==> src/rtl/gf180mcu_fd_sc_mcu9t5v0__rowsw_seq_if.sv <==
`default_nettype none
// ============================================================================
// Module   : gf180mcu_fd_sc_mcu9t5v0__rowsw_seq_if
// Brief    : Request/ack bundle between power management and the row sequencer.
// Revision : 1.0
// ============================================================================
interface gf180mcu_fd_sc_mcu9t5v0__rowsw_seq_if #(
  parameter int NUM_ROWS = 8,
  parameter int DLY_W    = 8
);
  logic                PWR_REQ;
  logic [DLY_W-1:0]    DLY;
  logic [NUM_ROWS-1:0] ROW_EN;
  logic                PWR_ACK;
  logic                BUSY;

  modport master (
    output PWR_REQ,
    output DLY,
    input  ROW_EN,
    input  PWR_ACK,
    input  BUSY
  );

  modport slave (
    input  PWR_REQ,
    input  DLY,
    output ROW_EN,
    output PWR_ACK,
    output BUSY
  );
endinterface
`default_nettype wire

==> src/rtl/gf180mcu_fd_sc_mcu9t5v0__rowsw_seq.sv <==
`default_nettype none
// ============================================================================
// Module   : gf180mcu_fd_sc_mcu9t5v0__rowsw_seq
// Brief    : Staggered power-up/down sequencer for switched fill/decap rows.
// Revision : 1.0
// ============================================================================
module gf180mcu_fd_sc_mcu9t5v0__rowsw_seq #(
  parameter int NUM_ROWS = 8,
  parameter int DLY_W    = 8
) (
`ifdef USE_POWER_PINS
  inout  wire  VDD,
  inout  wire  VSS,
`endif
  input  logic CLK,
  input  logic RST,
  gf180mcu_fd_sc_mcu9t5v0__rowsw_seq_if.slave bus
);

  localparam logic [1:0] ST_OFF  = 2'd0;
  localparam logic [1:0] ST_UP   = 2'd1;
  localparam logic [1:0] ST_DOWN = 2'd2;
  localparam logic [1:0] ST_ON   = 2'd3;

  logic [1:0]          state_q, state_d;
  logic [DLY_W-1:0]    cnt_q, cnt_d;
  logic [NUM_ROWS-1:0] row_en_q, row_en_d;
  logic                ack_q, ack_d;

  logic all_on;
  logic cnt_zero;

  assign all_on   = &row_en_q;
  assign cnt_zero = (cnt_q == '0);

  // Rows stay thermometer-coded: growing shifts a one in at bit 0,
  // shrinking shifts the top one out.
  always_comb begin
    state_d  = state_q;
    cnt_d    = cnt_q;
    row_en_d = row_en_q;
    ack_d    = ack_q;
    case (state_q)
      ST_OFF: begin
        if (bus.PWR_REQ) begin
          row_en_d = row_en_q | NUM_ROWS'(1);
          cnt_d    = bus.DLY;
          state_d  = ST_UP;
        end
      end
      ST_UP: begin
        if (!bus.PWR_REQ) begin
          state_d = ST_DOWN;
          cnt_d   = bus.DLY;
        end else if (!cnt_zero) begin
          cnt_d = cnt_q - DLY_W'(1);
        end else if (all_on) begin
          state_d = ST_ON;
          ack_d   = 1'b1;
        end else begin
          row_en_d = (row_en_q << 1) | NUM_ROWS'(1);
          cnt_d    = bus.DLY;
        end
      end
      ST_ON: begin
        if (!bus.PWR_REQ) begin
          ack_d    = 1'b0;
          row_en_d = row_en_q >> 1;
          cnt_d    = bus.DLY;
          state_d  = ST_DOWN;
        end
      end
      ST_DOWN: begin
        if (bus.PWR_REQ) begin
          state_d = ST_UP;
          cnt_d   = bus.DLY;
        end else if (!cnt_zero) begin
          cnt_d = cnt_q - DLY_W'(1);
        end else if (row_en_q == '0) begin
          state_d = ST_OFF;
        end else begin
          row_en_d = row_en_q >> 1;
          cnt_d    = bus.DLY;
        end
      end
      default: begin
        state_d  = ST_OFF;
        row_en_d = '0;
        ack_d    = 1'b0;
        cnt_d    = '0;
      end
    endcase
  end

  always_ff @(posedge CLK) begin
    if (RST) begin
      state_q  <= ST_OFF;
      cnt_q    <= '0;
      row_en_q <= '0;
      ack_q    <= 1'b0;
    end else begin
      state_q  <= state_d;
      cnt_q    <= cnt_d;
      row_en_q <= row_en_d;
      ack_q    <= ack_d;
    end
  end

  assign bus.ROW_EN  = row_en_q;
  assign bus.PWR_ACK = ack_q;
  assign bus.BUSY    = (state_q == ST_UP) || (state_q == ST_DOWN);

endmodule
`default_nettype wire

==> src/flat_wrapper.sv <==
// flat-port wrapper written by rule: the top's interface ports become plain ports
module gf180mcu_fd_sc_mcu9t5v0__rowsw_seq_flat 
#(
  parameter int NUM_ROWS = 8,
  parameter int DLY_W    = 8
)
  (CLK, RST, bus_PWR_REQ, bus_DLY, bus_ROW_EN, bus_PWR_ACK, bus_BUSY);
  gf180mcu_fd_sc_mcu9t5v0__rowsw_seq_if #(.NUM_ROWS(NUM_ROWS), .DLY_W(DLY_W)) bus_i ();
  input  logic CLK;
  input  logic RST;
  input wire logic [$bits(bus_i.PWR_REQ)-1:0] bus_PWR_REQ;
  input wire logic [$bits(bus_i.DLY)-1:0] bus_DLY;
  output wire logic [$bits(bus_i.ROW_EN)-1:0] bus_ROW_EN;
  output wire logic [$bits(bus_i.PWR_ACK)-1:0] bus_PWR_ACK;
  output wire logic [$bits(bus_i.BUSY)-1:0] bus_BUSY;
  assign bus_i.PWR_REQ = bus_PWR_REQ;
  assign bus_i.DLY = bus_DLY;
  assign bus_ROW_EN = bus_i.ROW_EN;
  assign bus_PWR_ACK = bus_i.PWR_ACK;
  assign bus_BUSY = bus_i.BUSY;
  gf180mcu_fd_sc_mcu9t5v0__rowsw_seq #(.NUM_ROWS(NUM_ROWS), .DLY_W(DLY_W)) u_core (.CLK(CLK), .RST(RST), .bus(bus_i));
endmodule
==> config.mk <==
export PLATFORM = sky130hd
export DESIGN_NAME = gf180mcu_fd_sc_mcu9t5v0__rowsw_seq_flat
export DESIGN_NICKNAME = d
export VERILOG_FILES = /design/src/rtl/gf180mcu_fd_sc_mcu9t5v0__rowsw_seq_if.sv /design/src/rtl/gf180mcu_fd_sc_mcu9t5v0__rowsw_seq.sv /design/src/flat_wrapper.sv
export SDC_FILE = /design/constraint.sdc
export NUM_CORES = 1
export LEC_CHECK = 0
export BUFFER_PORTS_ARGS = -buffer_cell sky130_fd_sc_hd__clkbuf_2
export CAP_MARGIN = 20
export CORE_ASPECT_RATIO = 1.5
export CORE_MARGIN = 2
export CORE_UTILIZATION = 59
export CTS_CLUSTER_SIZE = 14
export DETAILED_ROUTE_END_ITERATION = 6
export PLACE_DENSITY = 0.85
export SETUP_SLACK_MARGIN = 0.05
export SLEW_MARGIN = 20
export SYNTH_ARGS = -nofsm -noshare
export SYNTH_HDL_FRONTEND = slang
export SYNTH_SLANG_ARGS = --single-unit
==> constraint.sdc <==
create_clock -name CLK -period 4.63 [get_ports CLK]
set_input_delay 0.2315 -clock CLK [delete_from_list [all_inputs] [get_ports CLK]]
set_output_delay 0.2315 -clock CLK [all_outputs]
set_load 0.005 [all_outputs]
# Word-level counts from Yosys, hierarchy flattened
# Index checks and enable logic that the tools add are counted.
# Widths: inputs -> output; s select.
[classes]
add_sub_neg = 1
eq_ne = 18
muxes = 32
n_bitwise = 1
reduce_logical = 11
[ops]
columns = ["cell", "n"]
rows = [
  ["$mux 8", 15],
  ["$pmux 8 s4", 2],
  ["$reduce_and 8->1", 3],
  ["$logic_not 8->1", 2],
  ["$mux 2", 8],
  ["$ne 2x2->1 const B", 6],
  ["$ne 3x2->1 const B", 4],
  ["$ne 4x4->1 const B", 2],
  ["$pmux 2 s4", 1],
  ["$sub 8x1->8 const B", 1],
  ["$ne 2x1->1 const B", 3],
  ["$reduce_and 6->1", 1],
  ["$mux 1", 5],
  ["$reduce_and 5->1", 1],
  ["$eq 2x2->1 const B", 2],
  ["$reduce_and 4->1", 1],
  ["$eq 2x1->1 const B", 1],
  ["$logic_not 2->1", 1],
  ["$pmux 1 s2", 1],
  ["$reduce_bool 2->1", 1],
  ["$logic_or 1x1->1", 1],
  ["$not 1->1", 1],
]
[totals]
register_bits = 19
in_bits = 11
output_inout_bits = 10
wordCells = 68

# Logic depth before layout (Yosys ltp)
# Gate-level depths: netlist of the first run.
[depth]
word_depth = 5
depth_mapped = 9

# Worst setup path after synthesis of the first run
# Ideal clock, no wire load.
[synth_path]
kind = "reg-to-reg"
start = "register u_core.cnt_q[0]"
end = "register u_core.row_en_q[1], in the netlist u_core.bus.ROW_EN[1]"
setup_time_ns = 0.087
arrival_ns = 2.325
slack_ns = 2.218
stages_incl_launch_ff = 9
synth_period_minus_slack_ns = 2.412
cell_sequence = "dfxtp_1 inv_1 ha_1 or4b_1 buf_2 o41a_4 or3_1 clkbuf_2 o31ai_1"
[synth_between]
elab_chain_len = 3
elab_cells_between_ends = 4
cone_classes = "2 x eq/ne; 2 x reduce/logical"
[synth_lines]
columns = ["item", "line_no", "rtl"]
rows = [
  ["start: declaration", "gf180mcu_fd_sc_mcu9t5v0__rowsw_seq.sv:26", "logic [DLY_W-1:0] cnt_q, cnt_d;"],
  ["start signal: assignment", "gf180mcu_fd_sc_mcu9t5v0__rowsw_seq.sv:103", "cnt_q <= cnt_d;"],
  ["$logic_not 8->1 (*)", "gf180mcu_fd_sc_mcu9t5v0__rowsw_seq.sv:34", "assign cnt_zero = (cnt_q == '0);"],
  ["$ne 2x1->1 (no line)", "--", ""],
  ["$reduce_and 8->1 (no line) (*)", "--", ""],
  ["end signal: assignment", "gf180mcu_fd_sc_mcu9t5v0__rowsw_seq.sv:104", "row_en_q <= row_en_d;"],
  ["end: declaration", "gf180mcu_fd_sc_mcu9t5v0__rowsw_seq.sv:27", "logic [NUM_ROWS-1:0] row_en_q, row_en_d;"],
]
# Every way passes the cells marked *; elsewhere a longest branch is shown, timed or not.
# A chain may end at the register's enable or synchronous reset.

# Worst setup path after layout of the first run
[layout_path]
start = "register u_core.cnt_q[0]"
end = "register u_core.row_en_q[2], in the netlist u_core.bus.ROW_EN[2]"
# Same word-level chain as after synthesis.

==> impl_metrics.json, run 1 <==
{
  "gp_congestion": 0.881,
  "stdcell_area_um2": 1370,
  "drv_cap": 0,
  "die_area_um2": 2520,
  "grt_pass1_vias": 1199,
  "num_vias": 1264,
  "hpwl_mm": 2.32,
  "port_buffers": 20,
  "worstReg2RegStart": "u_core.cnt_q[0]",
  "ff2ff_setup_slack_ps": 1930,
  "max_freq_mhz": 370,
  "rsz0062_at_grt": "false",
  "rows": 20,
  "p_sw_share_pct": 41.3,
  "ys_ff_latch": 19,
  "layout_setup_ws_ps": 1930,
  "synthArstFlopShare_pct": 0,
  "yosys.area.top_type_share_pct": 30.4,
  "busiest_layer": "met2",
  "pin_count": 21,
  "clockRootBuffer": "clkbuf_4",
  "fill_cells": 184,
  "post_cts_resized": 0,
  "reg2reg_depth": 6,
  "combPwrFrac_pct": 41.1,
  "post-route-min-period_ps": 2700,
  "drtIter0Drc": 42,
  "synth.distinct_cells": 43,
  "period_share_pct": 58.4,
  "synthFlopType": "dfxtp_1",
  "worstPathRequired_ps": 4870,
  "r2r-end": "u_core.bus.ROW_EN[2]",
  "tightest_slew_ps": 1080,
  "synth-edff-count": 0,
  "p_sw_mw": 0.207,
  "holdWs_ps": 155,
  "cp-end-kind": "flop",
  "worst-path-max-fanout": 10,
  "grt_pass1_wl_mm": 5.26,
  "synth_area_um2": 1250,
  "grt_start_max_net_pins": 16,
  "yosys.area.top_type": "dfxtp_1",
  "power.internal_mw": 0.295,
  "post_cts_buffers": 0,
  "path_buf_inv": 1,
  "firstDrtPassIters": 5,
  "power_density_nw_per_um2": 367,
  "drcViolationCount": 0,
  "grtUsageMet2_pct": 49.1,
  "clockBufferDepth": 2,
  "seqPwrFrac_pct": 40.7,
  "clkTransAtPathRegs_ps": 120,
  "cts_hold_buf": 0,
  "use_met3_pct": 3.27,
  "antenna_found_initial": 0,
  "p_clk_share_pct": 18.2,
  "fin_nets": 184,
  "clkLatencyLatePin_ps": 330,
  "ys_warn_count": 0,
  "status": "finished clean",
  "min_to": "u_core.cnt_q[7]",
  "post_synth_inst_count": 152,
  "power.leakage_nw": 0.533,
  "cp_slowest_stage_delay_ps": 580,
  "crit_family": "simple AND/OR/NAND/NOR gates",
  "crit_chain": "inv_1 > ha_1 > or4b_1 > o41a_1 > or3_1 > o31ai_1",
  "slew_viol_final": 0,
  "pre_cts_ws_ps": 1980,
  "synthTopCellsByArea": "dfxtp_1 30%, ha_1 6.0%, o311ai_0 4.9%",
  "hold_path_class": "input pin to flop",
  "die_w_um": 41.6,
  "wirelength_mm": 3.07,
  "diodes": 0,
  "grt_overflow": 0,
  "worst_path_max_delay_cell": "o41a_1",
  "slew_headroom_pct": 27.9,
  "core-area_um2": 2030,
  "tritoncts": "yes",
  "ant_nets": 0,
  "hold_start": "bus_DLY[7]",
  "syn_area_per_cell_um2": 8.24,
  "critPathArrivalTime_ps": 2940,
  "setup_viol": 0,
  "wire_per_inst_um": 16.3,
  "met1_usage_pct": 28.0,
  "critical_path_class": "flop to flop",
  "vias_per_cell": 6.72,
  "ctsHtreeMaxLevel": 1,
  "worstHoldPathCells": 3,
  "cts.sinks": 19,
  "syn_to_final_growth_pct": 9.19,
  "hold_viol_final": 0,
  "grt_usage_pct": 27.0,
  "synth_fp_nets": 169,
  "drive_gt1_share_pct": 16.9,
  "peakVddDrop_v": 0.000237,
  "start_kind": "flop",
  "finClkSkew_ps": 16.2,
  "seq_area_frac_synth_pct": 30.4,
  "initial_core_util_pct": 61.8,
  "tns_ps": 0,
  "dpl_cell_area_um2": 1340,
  "fp.dieH_um": 60.4,
  "cts_buffers": 3
}
-- cells in the final DEF, fill, tap and decap left out, drive strengths merged, types with 2 or more instances in the layout --
| cell type | n |
|---|---|
| clkbuf | 23 |
| dfxtp | 19 |
| nor2 | 12 |
| o21ai | 12 |
| inv | 8 |
| a22oi | 8 |
| o31ai | 8 |
| o311ai | 7 |
| nand2 | 7 |
| a21oi | 6 |
| ha | 6 |
| or3 | 4 |
| a221oi | 4 |
| nor4 | 3 |
| nor2b | 3 |
| or4 | 3 |
| a211oi | 3 |
| nor3 | 3 |
| nand4 | 2 |
| o221ai | 2 |
| nand3 | 2 |
| xnor2 | 2 |
| o41a | 2 |
-- logic make-up (layout without fill, tap and decap cells) --
kind of cell	Yosys count	count (layout)	synth area share, %
compound gates	59	59	35.1
simple gates	45	45	19.2
flops	19	19	30.4
buf+inv	18	32	5.59
fa+ha+maj	6	6	5.99
xor+xnor	3	3	2.10
mux	2	2	1.70
-- through the flow --
| stage | utilization [%] | power [mW] | cells |
|---|---|---|---|
| 6_report | 67.5 | 0.502 | 188 |
| 5_1_grt | 67.5 | 0.535 | 188 |
| 4_1_cts | 67.5 | 0.500 | 188 |
| 3_5_place_dp | 66.1 | 0.412 | 184 |
| 3_3_place_gp | 66.1 | 0.402 | 184 |
| 2_1_floorplan | - | 0.367 | 152 |
-- registers in the layout, indices dropped and copies added, names as in the netlist --
| name | flops |
|---|---|
| u_core.state_q | 2 |
| u_core.cnt_q | 8 |
| u_core.bus.PWR_ACK | 1 |
| u_core.bus.ROW_EN | 8 |
-- worst max-delay path by stage --
stage,end,slack (ps),startpoint,depth (start not counted)
2_1_floorplan,u_core.bus.ROW_EN[1],2220,u_core.cnt_q[0],8
3_3_place_gp,u_core.cnt_q[7],2030,u_core.cnt_q[0],7
3_5_place_dp,u_core.bus.ROW_EN[7],1980,u_core.cnt_q[0],6
4_1_cts,u_core.bus.ROW_EN[2],1930,u_core.cnt_q[0],6
5_1_grt,u_core.cnt_q[7],1670,u_core.cnt_q[0],7
6_report,u_core.bus.ROW_EN[2],1930,u_core.cnt_q[0],6
-- power by group through the flow --
stage                     clock network [mW]  logic (mW)  registers (mW)
final                                 0.0914       0.206           0.204
after global routing                  0.0939       0.233           0.208
after detailed placement                   0       0.204           0.207
after global placement                     0       0.196           0.206
after floorplan                            0       0.167           0.200
after CTS                             0.0910       0.205           0.204
-- worst register-to-register path, cell delays in order (launching register included) --
cell,delay [ps]
dfxtp_1,330
inv_1,120
ha_1,190
or4b_1,570
o41a_1,580
or3_1,520
o31ai_1,310
-- synth_stat cells, drive strengths merged (2+ instances only) --
master	number
nor2b	3
o41a	2
o311ai	7
nand3	2
xnor2	2
a211oi	3
a221oi	4
o221ai	2
ha	6
or3	4
dfxtp	19
nand2	7
nor3	3
a21oi	6
o31ai	8
nor4	3
nor2	12
inv	8
clkbuf	9
a22oi	8
or4	3
o21ai	12
nand4	2
-- area by class of cell --
class / instances / area, um^2 / area share, %
well taps: 22 / 27.5 / 2.01
clock buffers: 3 / 22.5 / 1.65
inverters: 8 / 30.0 / 2.20
repair buffers: 20 / 100 / 7.32
clock inverters: 1 / 5.00 / 0.366
flip-flops and latches: 19 / 380 / 27.8
multi-input cells: 115 / 802 / 58.6
-- layer usage --
layer	up-vias	wire length [um]
met5	-	0
met4	0	106
met3	13	168
met2	56	1650
met1	575	1140
li1	620	-
No activity file was read; power rests on OpenSTA's default activity.
==> inputs of run 2 (changes only) <==
--- a/config.mk
+++ b/config.mk
@@ -9,10 +9,10 @@
 export CAP_MARGIN = 20
 export CORE_ASPECT_RATIO = 1.5
 export CORE_MARGIN = 2
-export CORE_UTILIZATION = 59
+export CORE_UTILIZATION = 55
 export CTS_CLUSTER_SIZE = 14
 export DETAILED_ROUTE_END_ITERATION = 6
-export PLACE_DENSITY = 0.85
+export PLACE_DENSITY = 0.8
 export SETUP_SLACK_MARGIN = 0.05
 export SLEW_MARGIN = 20
 export SYNTH_ARGS = -nofsm -noshare
==> constraint.sdc (replaced) <==
create_clock -name CLK -period 2.65 [get_ports CLK]
set_input_delay 0.1325 -clock CLK [delete_from_list [all_inputs] [get_ports CLK]]
set_output_delay 0.1325 -clock CLK [all_outputs]
set_load 0.005 [all_outputs]
==> run 2 against run 1 <==
  * Maximum frequency up 9.3%
  * Cell count rose by 5.3%
  * Non-clock buffer count grew 9
  * Highest routed layer unchanged
  * Critical path type unchanged
  * Hold slack lost 74 ps
  * Combinational power grew 99%
  * Die area is 6.7% higher
  * Sequential share of layout area fell by 1.4 points
  * Critical path depth stayed put
  * Clock skew down 11 ps
  * Sequential power increased by 72%
  * Design area is 5.5% higher
  * Global-route usage decreased by 1.2 points
==> impl_metrics.json, run 2 (synthesis results as in run 1) <==
{
  "path_buf_inv": 1,
  "max_freq_mhz": 404,
  "final-seq-area_um2": 380,
  "syn_to_final_growth_pct": 15.2,
  "drv_cap": 0,
  "pre_cts_ws_ps": 67.8,
  "crit_chain": "inv_1 > ha_1 > or4b_4 > o41a_4 > or3_4 > o31ai_1",
  "worst-path-max-fanout": 10,
  "diodes": 0,
  "peakVddDrop_v": 0.000454,
  "setup_viol": 0,
  "post_cts_buffers": 0,
  "clkTransAtPathRegs_ps": 110,
  "cts_hold_buf": 0,
  "status": "finished clean",
  "clockRootBuffer": "clkbuf_4",
  "clkLatencyLatePin_ps": 300,
  "multi_input_area_um2": 811,
  "gp_congestion": 0.887,
  "worstPathRequired_ps": 2870,
  "wire_per_inst_um": 16.5,
  "hold_path_class": "input pin to flop",
  "slew_headroom_pct": 52.5,
  "wirelength_mm": 3.26,
  "layout_setup_ws_ps": 175,
  "rsz0062_at_grt": "false",
  "hold_viol_final": 0,
  "port_buffers": 20,
  "clockBufferDepth": 2,
  "cp_slowest_stage_delay_ps": 540,
  "vias_per_cell": 6.52,
  "critPathArrivalTime_ps": 2690,
  "core-area_um2": 2210,
  "drtIter0Drc": 47,
  "grt_pass1_vias": 1288,
  "fin_nets": 193,
  "slew_viol_final": 0,
  "pin_count": 21,
  "period_share_pct": 93.4,
  "drcViolationCount": 0,
  "crit_family": "simple AND/OR/NAND/NOR gates",
  "power.leakage_nw": 0.582,
  "finClkSkew_ps": 4.70,
  "fp.dieH_um": 62.4,
  "cts.sinks": 19,
  "firstDrtPassIters": 4,
  "grt_pass1_wl_mm": 5.48,
  "die_area_um2": 2680,
  "cts_buffers": 3,
  "rows": 21,
  "hpwl_mm": 2.43,
  "power_density_nw_per_um2": 632,
  "mostFrequentLayoutCells": "21 x clkbuf_2, 19 x dfxtp_1, 12 x nor2_1",
  "ant_nets": 0,
  "tns_ps": 0,
  "final_common_cell": "clkbuf_2",
  "fill_cells": 211,
  "drive_gt1_share_pct": 22.3,
  "grt_overflow": 0,
  "cp-end-kind": "flop",
  "antenna_found_initial": 0,
  "start_kind": "flop",
  "die_w_um": 43.0,
  "ctsHtreeMaxLevel": 1,
  "num_vias": 1291,
  "grt_usage_pct": 25.8,
  "tritoncts": "yes",
  "critical_path_class": "flop to flop",
  "initial_core_util_pct": 56.7,
  "tightest_slew_ps": 712,
  "grt_start_max_net_pins": 15,
  "post-route-min-period_ps": 2480,
  "worst_path_max_delay_cell": "o41a_4"
}
==> run 2: routing by layer <==
metal  vias to the layer above  global-route usage [%]  share of wire (%)
li1                        638                       -                  -
met1                       614                    29.8                 39
met2                        34                    45.8                 56
met3                         5                    4.05                4.1
met4                         0                    10.2                1.2
met5                         -                       0                  0
==> run 2: repair_timing <==
| action | in CTS | in global routing |
|---|---|---|
| gates resized for setup | 1 | 2 |
| cloned | 0 | 0 |
| endpoints found under the setup margin | 4 | 7 |
==> run 2: worst register-to-register path, cell delays in order, from the launching register on <==
cell and delay, ps:
dfxtp_1 340, inv_1 120, ha_1 170, or4b_4 510
o41a_4 540, or3_4 450, o31ai_1 270
==> run 2: path summary, 6_finish.rpt <==
path / startpoint / endpoint / slack (ps) / cells past startpoint
worst max-delay path: u_core.cnt_q[0] / u_core.bus.ROW_EN[2] / 170 / 6
worst min-delay path: bus_DLY[7] / u_core.cnt_q[7] / 80 / 3
worst max register to register: u_core.cnt_q[0] / u_core.bus.ROW_EN[2] / 170 / 6
worst min register to register: u_core.bus.PWR_ACK / u_core.bus.PWR_ACK / 510 / 2
==> run 2: layout make-up <==
cell class,count,area share (%)
Multi-Input combinational cell,115,56.2
Sequential cell,19,26.4
Timing Repair Buffer,29,11.4
Inverter,8,2.08
Tap cell,23,1.99
Clock buffer,3,1.56
Clock inverter,1,0.347
==> run 2: stage by stage <==
stage          total power, mW  cell area (um^2)  utilization [%]  hold WS [ps]  cells
3_5_place_dp             0.749              1400             63.5           410    193
2_1_floorplan            0.642              1250                -           285    152
3_3_place_gp             0.731              1400             63.5           387    193
6_report                 0.912              1440             65.4          81.5    198
5_1_grt                  0.979              1440             65.4           109    198
4_1_cts                  0.906              1430             64.9          80.6    197
==> run 2: where the power goes <==
part,total [mW],internal [mW],switching [mW]
Clock,0.151,0.0563,0.0945
Sequential,0.351,0.318,0.0333
Combinational,0.410,0.174,0.236
Total,0.912,0.548,0.363
